`config.mk`:
```
export PLATFORM = sky130hd
export DESIGN_NAME = line_burst_adapter_flat
export DESIGN_NICKNAME = d
export VERILOG_FILES = /design/src/rtl/line_burst_pkg.sv /design/src/rtl/line_burst_adapter_if.sv /design/src/rtl/line_burst_adapter.sv /design/src/flat_wrapper.sv
export SDC_FILE = /design/constraint.sdc
export NUM_CORES = 1
export LEC_CHECK = 0
export CELL_PAD_IN_SITES_DETAIL_PLACEMENT = 0
export CELL_PAD_IN_SITES_GLOBAL_PLACEMENT = 1
export CORE_AREA = 2 2 275 277
export DETAILED_ROUTE_END_ITERATION = 10
export DIE_AREA = 0 0 277 279
export PLACE_DENSITY_LB_ADDON = 0.2
export SLEW_MARGIN = 30
export SYNTH_ARGS = -nofsm -noshare
export SYNTH_HDL_FRONTEND = slang
export SYNTH_SLANG_ARGS = --single-unit
```
`constraint.sdc`:
```
create_clock -name clk -period 24.5 [get_ports clk]
set_input_delay 6.125 -clock clk [delete_from_list [all_inputs] [get_ports clk]]
set_output_delay 6.125 -clock clk [all_outputs]
set_load 0.02 [all_outputs]
```
`src/rtl/line_burst_pkg.sv`:
```
// Shared types and constants for the 256-bit line to 64-bit burst adapter.
// Honours LINE_BURST_WRAP_EN (critical-beat-first burst addressing).
package line_burst_pkg;

  localparam int ADDR_W     = 32;
  localparam int LINE_W     = 256;
  localparam int BURST_W    = 64;
  localparam int BEATS      = LINE_W / BURST_W;
  localparam int BEAT_CNT_W = $clog2(BEATS);
  localparam int OFFSET_W   = 5;

  typedef enum logic [1:0] {
    IDLE  = 2'd0,
    READ  = 2'd1,
    WRITE = 2'd2,
    DONE  = 2'd3
  } state_t;

  // Wrap bursts keep the beat-select bits so memory starts at the critical word.
`ifdef LINE_BURST_WRAP_EN
  localparam logic [ADDR_W-1:0] BASE_MASK = 32'hFFFF_FFF8;
`else
  localparam logic [ADDR_W-1:0] BASE_MASK = 32'hFFFF_FFE0;
`endif

  function automatic logic [ADDR_W-1:0] burst_base(input logic [ADDR_W-1:0] addr);
    return addr & BASE_MASK;
  endfunction

endpackage

```
`src/rtl/line_burst_adapter_if.sv`:
```
// Cache line port plus burst memory port seen by the line_burst_adapter.
// slave = adapter view, master = cache/memory environment view.
interface line_burst_adapter_if;
  import line_burst_pkg::*;

  logic [ADDR_W-1:0]  line_address_i;
  logic [LINE_W-1:0]  line_rdata_o;
  logic [LINE_W-1:0]  line_wdata_i;
  logic               line_read_i;
  logic               line_write_i;
  logic               line_resp_o;
  logic [ADDR_W-1:0]  burst_address_o;
  logic [BURST_W-1:0] burst_rdata_i;
  logic [BURST_W-1:0] burst_wdata_o;
  logic               burst_read_o;
  logic               burst_write_o;
  logic               burst_resp_i;

  modport slave (
    input  line_address_i, line_wdata_i, line_read_i, line_write_i,
    input  burst_rdata_i, burst_resp_i,
    output line_rdata_o, line_resp_o,
    output burst_address_o, burst_wdata_o, burst_read_o, burst_write_o
  );

  modport master (
    output line_address_i, line_wdata_i, line_read_i, line_write_i,
    output burst_rdata_i, burst_resp_i,
    input  line_rdata_o, line_resp_o,
    input  burst_address_o, burst_wdata_o, burst_read_o, burst_write_o
  );

endinterface

```
`src/rtl/line_burst_adapter.sv`:
```
// Turns each cache line read/write into one four-beat memory burst.
// LINE_BURST_WRAP_EN selects critical-beat-first wrap ordering.
module line_burst_adapter
  import line_burst_pkg::*;
(
  input logic                 clk,
  input logic                 rst,
  line_burst_adapter_if.slave bus
);

  state_t                  state_reg, state_next;
  logic [BEAT_CNT_W-1:0]   cnt_reg;
  logic [BEAT_CNT_W-1:0]   slot;
  logic [ADDR_W-1:0]       addr_reg;
  logic [BURST_W-1:0]      wbeat_reg [BEATS];
  logic [BURST_W-1:0]      rbeat_reg [BEATS];
  logic                    accept;
  logic                    beat;

  assign accept = (state_reg == IDLE) && (bus.line_read_i || bus.line_write_i);
  assign beat   = bus.burst_resp_i && ((state_reg == READ) || (state_reg == WRITE));

`ifdef LINE_BURST_WRAP_EN
  assign slot = addr_reg[OFFSET_W-1:OFFSET_W-BEAT_CNT_W] + cnt_reg;
`else
  assign slot = cnt_reg;
`endif

  always_ff @(posedge clk) begin
    if (rst) begin
      state_reg <= IDLE;
    end else begin
      state_reg <= state_next;
    end
  end

  always_comb begin
    state_next = state_reg;
    case (state_reg)
      IDLE: begin
        // Read has priority when both requests arrive together.
        if (bus.line_read_i)       state_next = READ;
        else if (bus.line_write_i) state_next = WRITE;
      end
      READ, WRITE: begin
        if (beat && (cnt_reg == BEAT_CNT_W'(BEATS - 1))) state_next = DONE;
      end
      DONE:    state_next = IDLE;
      default: state_next = IDLE;
    endcase
  end

  always_ff @(posedge clk) begin
    if (rst) begin
      cnt_reg  <= '0;
      addr_reg <= '0;
    end else if (accept) begin
      cnt_reg  <= '0;
      addr_reg <= burst_base(bus.line_address_i);
    end else if (beat) begin
      cnt_reg  <= cnt_reg + 1'b1;
    end
  end

  generate
    for (genvar gi = 0; gi < BEATS; gi++) begin : g_slot
      always_ff @(posedge clk) begin
        if (rst) begin
          wbeat_reg[gi] <= '0;
          rbeat_reg[gi] <= '0;
        end else begin
          if (accept && !bus.line_read_i)
            wbeat_reg[gi] <= bus.line_wdata_i[gi*BURST_W +: BURST_W];
          if ((state_reg == READ) && bus.burst_resp_i && (slot == BEAT_CNT_W'(gi)))
            rbeat_reg[gi] <= bus.burst_rdata_i;
        end
      end
      assign bus.line_rdata_o[gi*BURST_W +: BURST_W] = rbeat_reg[gi];
    end
  endgenerate

  assign bus.line_resp_o     = (state_reg == DONE);
  assign bus.burst_read_o    = (state_reg == READ);
  assign bus.burst_write_o   = (state_reg == WRITE);
  assign bus.burst_address_o = addr_reg;
  assign bus.burst_wdata_o   = (state_reg == WRITE) ? wbeat_reg[slot] : '0;

endmodule

```
`src/flat_wrapper.sv`:
```
// flat-port wrapper written by rule: the top's interface ports become plain ports
module line_burst_adapter_flat import line_burst_pkg::*;
  (clk, rst, bus_line_address_i, bus_line_wdata_i, bus_line_read_i, bus_line_write_i, bus_burst_rdata_i, bus_burst_resp_i, bus_line_rdata_o, bus_line_resp_o, bus_burst_address_o, bus_burst_wdata_o, bus_burst_read_o, bus_burst_write_o);
  line_burst_adapter_if bus_i ();
  input logic clk;
  input logic rst;
  input wire logic [$bits(bus_i.line_address_i)-1:0] bus_line_address_i;
  input wire logic [$bits(bus_i.line_wdata_i)-1:0] bus_line_wdata_i;
  input wire logic [$bits(bus_i.line_read_i)-1:0] bus_line_read_i;
  input wire logic [$bits(bus_i.line_write_i)-1:0] bus_line_write_i;
  input wire logic [$bits(bus_i.burst_rdata_i)-1:0] bus_burst_rdata_i;
  input wire logic [$bits(bus_i.burst_resp_i)-1:0] bus_burst_resp_i;
  output wire logic [$bits(bus_i.line_rdata_o)-1:0] bus_line_rdata_o;
  output wire logic [$bits(bus_i.line_resp_o)-1:0] bus_line_resp_o;
  output wire logic [$bits(bus_i.burst_address_o)-1:0] bus_burst_address_o;
  output wire logic [$bits(bus_i.burst_wdata_o)-1:0] bus_burst_wdata_o;
  output wire logic [$bits(bus_i.burst_read_o)-1:0] bus_burst_read_o;
  output wire logic [$bits(bus_i.burst_write_o)-1:0] bus_burst_write_o;
  assign bus_i.line_address_i = bus_line_address_i;
  assign bus_i.line_wdata_i = bus_line_wdata_i;
  assign bus_i.line_read_i = bus_line_read_i;
  assign bus_i.line_write_i = bus_line_write_i;
  assign bus_i.burst_rdata_i = bus_burst_rdata_i;
  assign bus_i.burst_resp_i = bus_burst_resp_i;
  assign bus_line_rdata_o = bus_i.line_rdata_o;
  assign bus_line_resp_o = bus_i.line_resp_o;
  assign bus_burst_address_o = bus_i.burst_address_o;
  assign bus_burst_wdata_o = bus_i.burst_wdata_o;
  assign bus_burst_read_o = bus_i.burst_read_o;
  assign bus_burst_write_o = bus_i.burst_write_o;
  line_burst_adapter u_core (.clk(clk), .rst(rst), .bus(bus_i));
endmodule
```
# After elaboration in Yosys (flattened, before gate mapping)
# Memories as Yosys holds them, arrays and structs flattened. A register that Yosys moved wholly into a read port is not among the register bits.
# Cells that the tools add are included.
dict set report classes {
  n_addsub 1
  eq_ne 8
  n_mux 32
  n_bitwise 8
  n_reduce_logical 17
}
# op count
set ops {}
lappend ops {{64-bit two-way mux} 9}
lappend ops {{1-bit two-way mux} 17}
lappend ops {{2-bit two-way mux} 5}
lappend ops {{1-bit logical AND} 9}
lappend ops {{2-bit equality test, second input constant} 4}
lappend ops {{1-bit OR} 8}
lappend ops {{2-bit case mux with 3 select lines} 1}
lappend ops {{2-bit by 1-bit equality test with 1-bit output, second input constant} 2}
lappend ops {{2-bit zero test} 2}
lappend ops {{2-bit OR reduction} 2}
lappend ops {{3-bit inequality test, second input constant} 1}
lappend ops {{2-bit by 1-bit adder with 2-bit output, second input constant} 1}
lappend ops {{1-bit logical OR} 2}
lappend ops {{2-bit by 1-bit inequality test with 1-bit output, second input constant} 1}
lappend ops {{2-bit AND reduction} 1}
lappend ops {{1-bit zero test} 1}
dict set report totals {
  register_bits 31
  ram_bits 512
  in_bits 357
  output_inout_bits 355
  wordCells 71
  memories 2
}
# name depth word_bits rd rd_ports_with_merged_regs wr line_no
set mem_list {}
lappend mem_list {u_core.rbeat_reg 4 64 4 0 4 line_burst_adapter.sv:16} ;# logic [BURST_W-1:0] rbeat_reg [BEATS];
lappend mem_list {u_core.wbeat_reg 4 64 1 1 4 line_burst_adapter.sv:15} ;# logic [BURST_W-1:0] wbeat_reg [BEATS];

# Logic depth before layout (Yosys ltp)
dict set report logic_depth {
  depth_word 7
  ltp_mapped 6
  ltp_nobuf 5
}

# Worst setup path before layout
# No wires, ideal clock.
dict set report synth_path {
  path_type {input to register}
  from {in bus_line_read_i}
  to {mem u_core.wbeat_reg[0][0] (enable)}
  setup_time_ps 1227
  t_arrival_ps 24249
  required_ps 23273
  path_slack_ps -976
  stages 3
  n_path_buf 1
  cell_sequence {o21ai_2 buf_2 o21ai_0}
}
# item line_no
set synth_rtl {}
lappend synth_rtl {{start, declared} flat_wrapper.sv:9} ;# input wire logic [$bits(bus_i.line_read_i)-1:0] bus_line_read_i;
lappend synth_rtl {{end, declared} line_burst_adapter.sv:15}

==> results.cfg <==
[global_routing]
grt_pass1_vias = 14300
grt.overflow.total = 0
track_usage_pct = 16.9
grt_antenna_before_repair = 28
grt_start_max_net_pins = 183
grt_pass1_wl_mm = 96.8

[synth]
synth.area.mux_share_pct = 6.57
synth_xor_area_share_pct = 0.0393
synth_area_leaders = edfxtp_1, and2_1, mux4_2
ys_seq_elements = 545
synthCells = 1400
synth_adder_area_share_pct = 0.506
synth_top_family_by_area = simple AND/OR/NAND/NOR gates
synth-seq-area-share_pct = 72.0
yosysWarningCount = 0
avgSynthCellArea_um2 = 15.9
syn_area_um2 = 22300
synth_top_area_share_pct = 69.0
yosys.area.top_type = edfxtp_1
yosys.area_share.simple_pct = 17.8
synth_cell_types = 32
synth_compound_area_share_pct = 0.899

[timing]
rsz0062_at_grt = false
clock_skew_ns = 0.0164
period_share_pct = 38.9
setup_viol = 0
finalSetupTns_ns = 0
fin_crit_ns = 9.54
hold_viol_final = 0
slew_headroom_pct = 39.6
worst_pin_slew_ns = 0.906
maxSlewViolCount = 0
max_freq_mhz = 105

[clock_network]
post_cts_buffers = 0
cts.hold.buffers_added = 0
clkTransAtPathRegs_ns = 0.06
clockBufferDepth = 3
clock_latency_ns = 0.60
cts_made_buffers = 60
cts_resized = 0
htreeDepth = 2
clock-root-buffer = clkbuf_16
cts_tree = done
clock-sinks = 545

[worst_setup_path]
crit_fanout = 42
regToRegSetupSlack_ns = 21.31
r2r_start = u_core.state_reg[0]$_SDFFE_PP0P_
cp-end-kind = output pin
start_kind = flop
reg2regPathDepth = 8
arrival_ns = 3.41
rr_endpoint = u_core.wbeat_reg[3][55]$_SDFFCE_PN0P_
worstPathRequired_ns = 18.38
worstSetupPathType = reg2out

[route]
wl_met1_mm = 25.3
drc = 0
routed-wl-met2_mm = 33.1
via_count = 13600
drt-initial-drc-count = 742
routed_wl_mm = 66.9
wl_met3_mm = 6.62
top_layer = met5
wl_per_cell_um = 21.5
via_per_inst = 4.38
ant_nets = 0
firstDrtPassIters = 4

[place]
routabilityCongestion = 0.784
port-buffer-count = 701
hpwl_mm = 45.9

[finish]
area.growth.synth_to_final_pct = 44.5
layout.nets = 2462
num-fill-cells = 6713
drive_gt1_share_pct = 8.18

[die]
row_count = 100
die_area_um2 = 77300
fp.dieW_um = 277
core-area_um2 = 74100
die_y_um = 279
num_io_pins = 712
start_util_pct = 30.1

[pwr]
peakVddDrop_mv = 0.0553
power_density_nw_per_um2 = 79.0
leakage_nw = 11.7
total_power_mw = 2.54

[run_status]
status = completed

[worst_hold_path]
hold_path_class = reg2reg
whs_endpoint = u_core.bus.burst_address_o[22]$_SDFFE_PP0N_
hold_depth = 2
hp-start = u_core.bus.burst_address_o[22]$_SDFFE_PP0N_

[run]
drv_cap = 0
==> synth_stat cells (all sizes together) <==
library cell  count
a2111o            1
and4bb            1
nand3             4
a21boi            1
nor3              3
nor3b             4
conb              1
ha                9
clkbuf           38
dfxtp            33
mux2              1
o21ai             4
buf              49
nand2            60
inv               5
a21oi            28
edfxtp          512
xnor2             1
o311a             1
nor2              2
mux4             64
and2            576
o21a              1
mux2i             1
==> per-stage QoR <==
| step | cell area, um^2 | setup slack, ns | hold slack [ns] | cells | utilization (%) |
|---|---|---|---|---|---|
| finish | 32200 | 14.96 | 0.454 | 3117 | 43.4 |
| global route | 32200 | 14.61 | 0.475 | 3113 | 43.4 |
| CTS | 32100 | 14.46 | 0.455 | 3108 | 43.4 |
| detailed placement | 30300 | 14.71 | 0.446 | 3002 | 40.8 |
| global placement | 30200 | 14.89 | 0.445 | 3002 | 40.8 |
| floorplan | 22300 | 5.95 | 0.483 | 1404 | - |
==> metal layers <==
layer	vias up	GRT usage [%]
li1	6346	-
met1	6621	19.0
met2	512	29.1
met3	122	7.66
met4	36	4.56
met5	-	0
==> cell families (layout without fill, tap and decap cells) <==
family,Yosys count,after routing
AO/OA/AOI/OAI,36,36
XOR/XNOR,1,1
adder cells (fa/ha/maj),9,9
buffers and inverters,92,828
flip-flops,545,545
multiplexers,66,66
other,1,13
AND/OR/NAND/NOR,650,650
==> area by class of cell <==
type / instances / area (um^2) / area share, %
Clock inverter: 30 / 278 / 0.863
Sequential cell: 545 / 16000 / 49.9
Timing Repair Buffer: 717 / 7190 / 22.3
Multi-Input combinational cell: 767 / 5830 / 18.1
Inverter: 5 / 18.8 / 0.0583
Clock buffer: 76 / 1580 / 4.92
Tap cell: 969 / 1210 / 3.77
Antenna cell: 8 / 20.0 / 0.0622
==> worst max path at each step <==
stage,slack (ns),cells past startpoint,end
finish,14.96,4,bus_burst_wdata_o[43]
global route,14.61,4,bus_burst_wdata_o[43]
detailed placement,14.71,6,u_core.wbeat_reg[2][7]$_SDFFCE_PN0P_
CTS,14.46,4,bus_burst_wdata_o[43]
global placement,14.89,6,u_core.wbeat_reg[2][7]$_SDFFCE_PN0P_
floorplan,5.95,3,u_core.wbeat_reg[0][0]$_SDFFCE_PN0P_
==> placed cells by master (no fill, tap or decap), types with 7 or more instances in the layout <==
master | Yosys | final
clkinv_1 | 0 | 13
clkinv_2 | 0 | 7
clkdlybuf4s50_1 | 0 | 701
clkbuf_1 | 20 | 15
edfxtp_1 | 512 | 512
clkbuf_16 | 0 | 61
ha_1 | 9 | 8
and2_1 | 576 | 576
a21oi_1 | 28 | 28
diode_2 | 0 | 8
nand2_1 | 59 | 55
buf_4 | 6 | 9
dfxtp_1 | 33 | 31
mux4_2 | 64 | 64
==> power by group <==
group          switching (mW)  internal [mW]  total, mW
Sequential             0.0401           1.16       1.20
Combinational           0.247          0.229      0.475
Clock                   0.363          0.505      0.868
Total                   0.649           1.89       2.54
==> critical path: stages, from the launching register on <==
cell and delay (ns):
dfxtp_4 0.68, buf_6 0.58, mux4_2 0.58, and2_1 0.16
clkdlybuf4s50_1 0.74
Power figures use the tool's default switching activity.
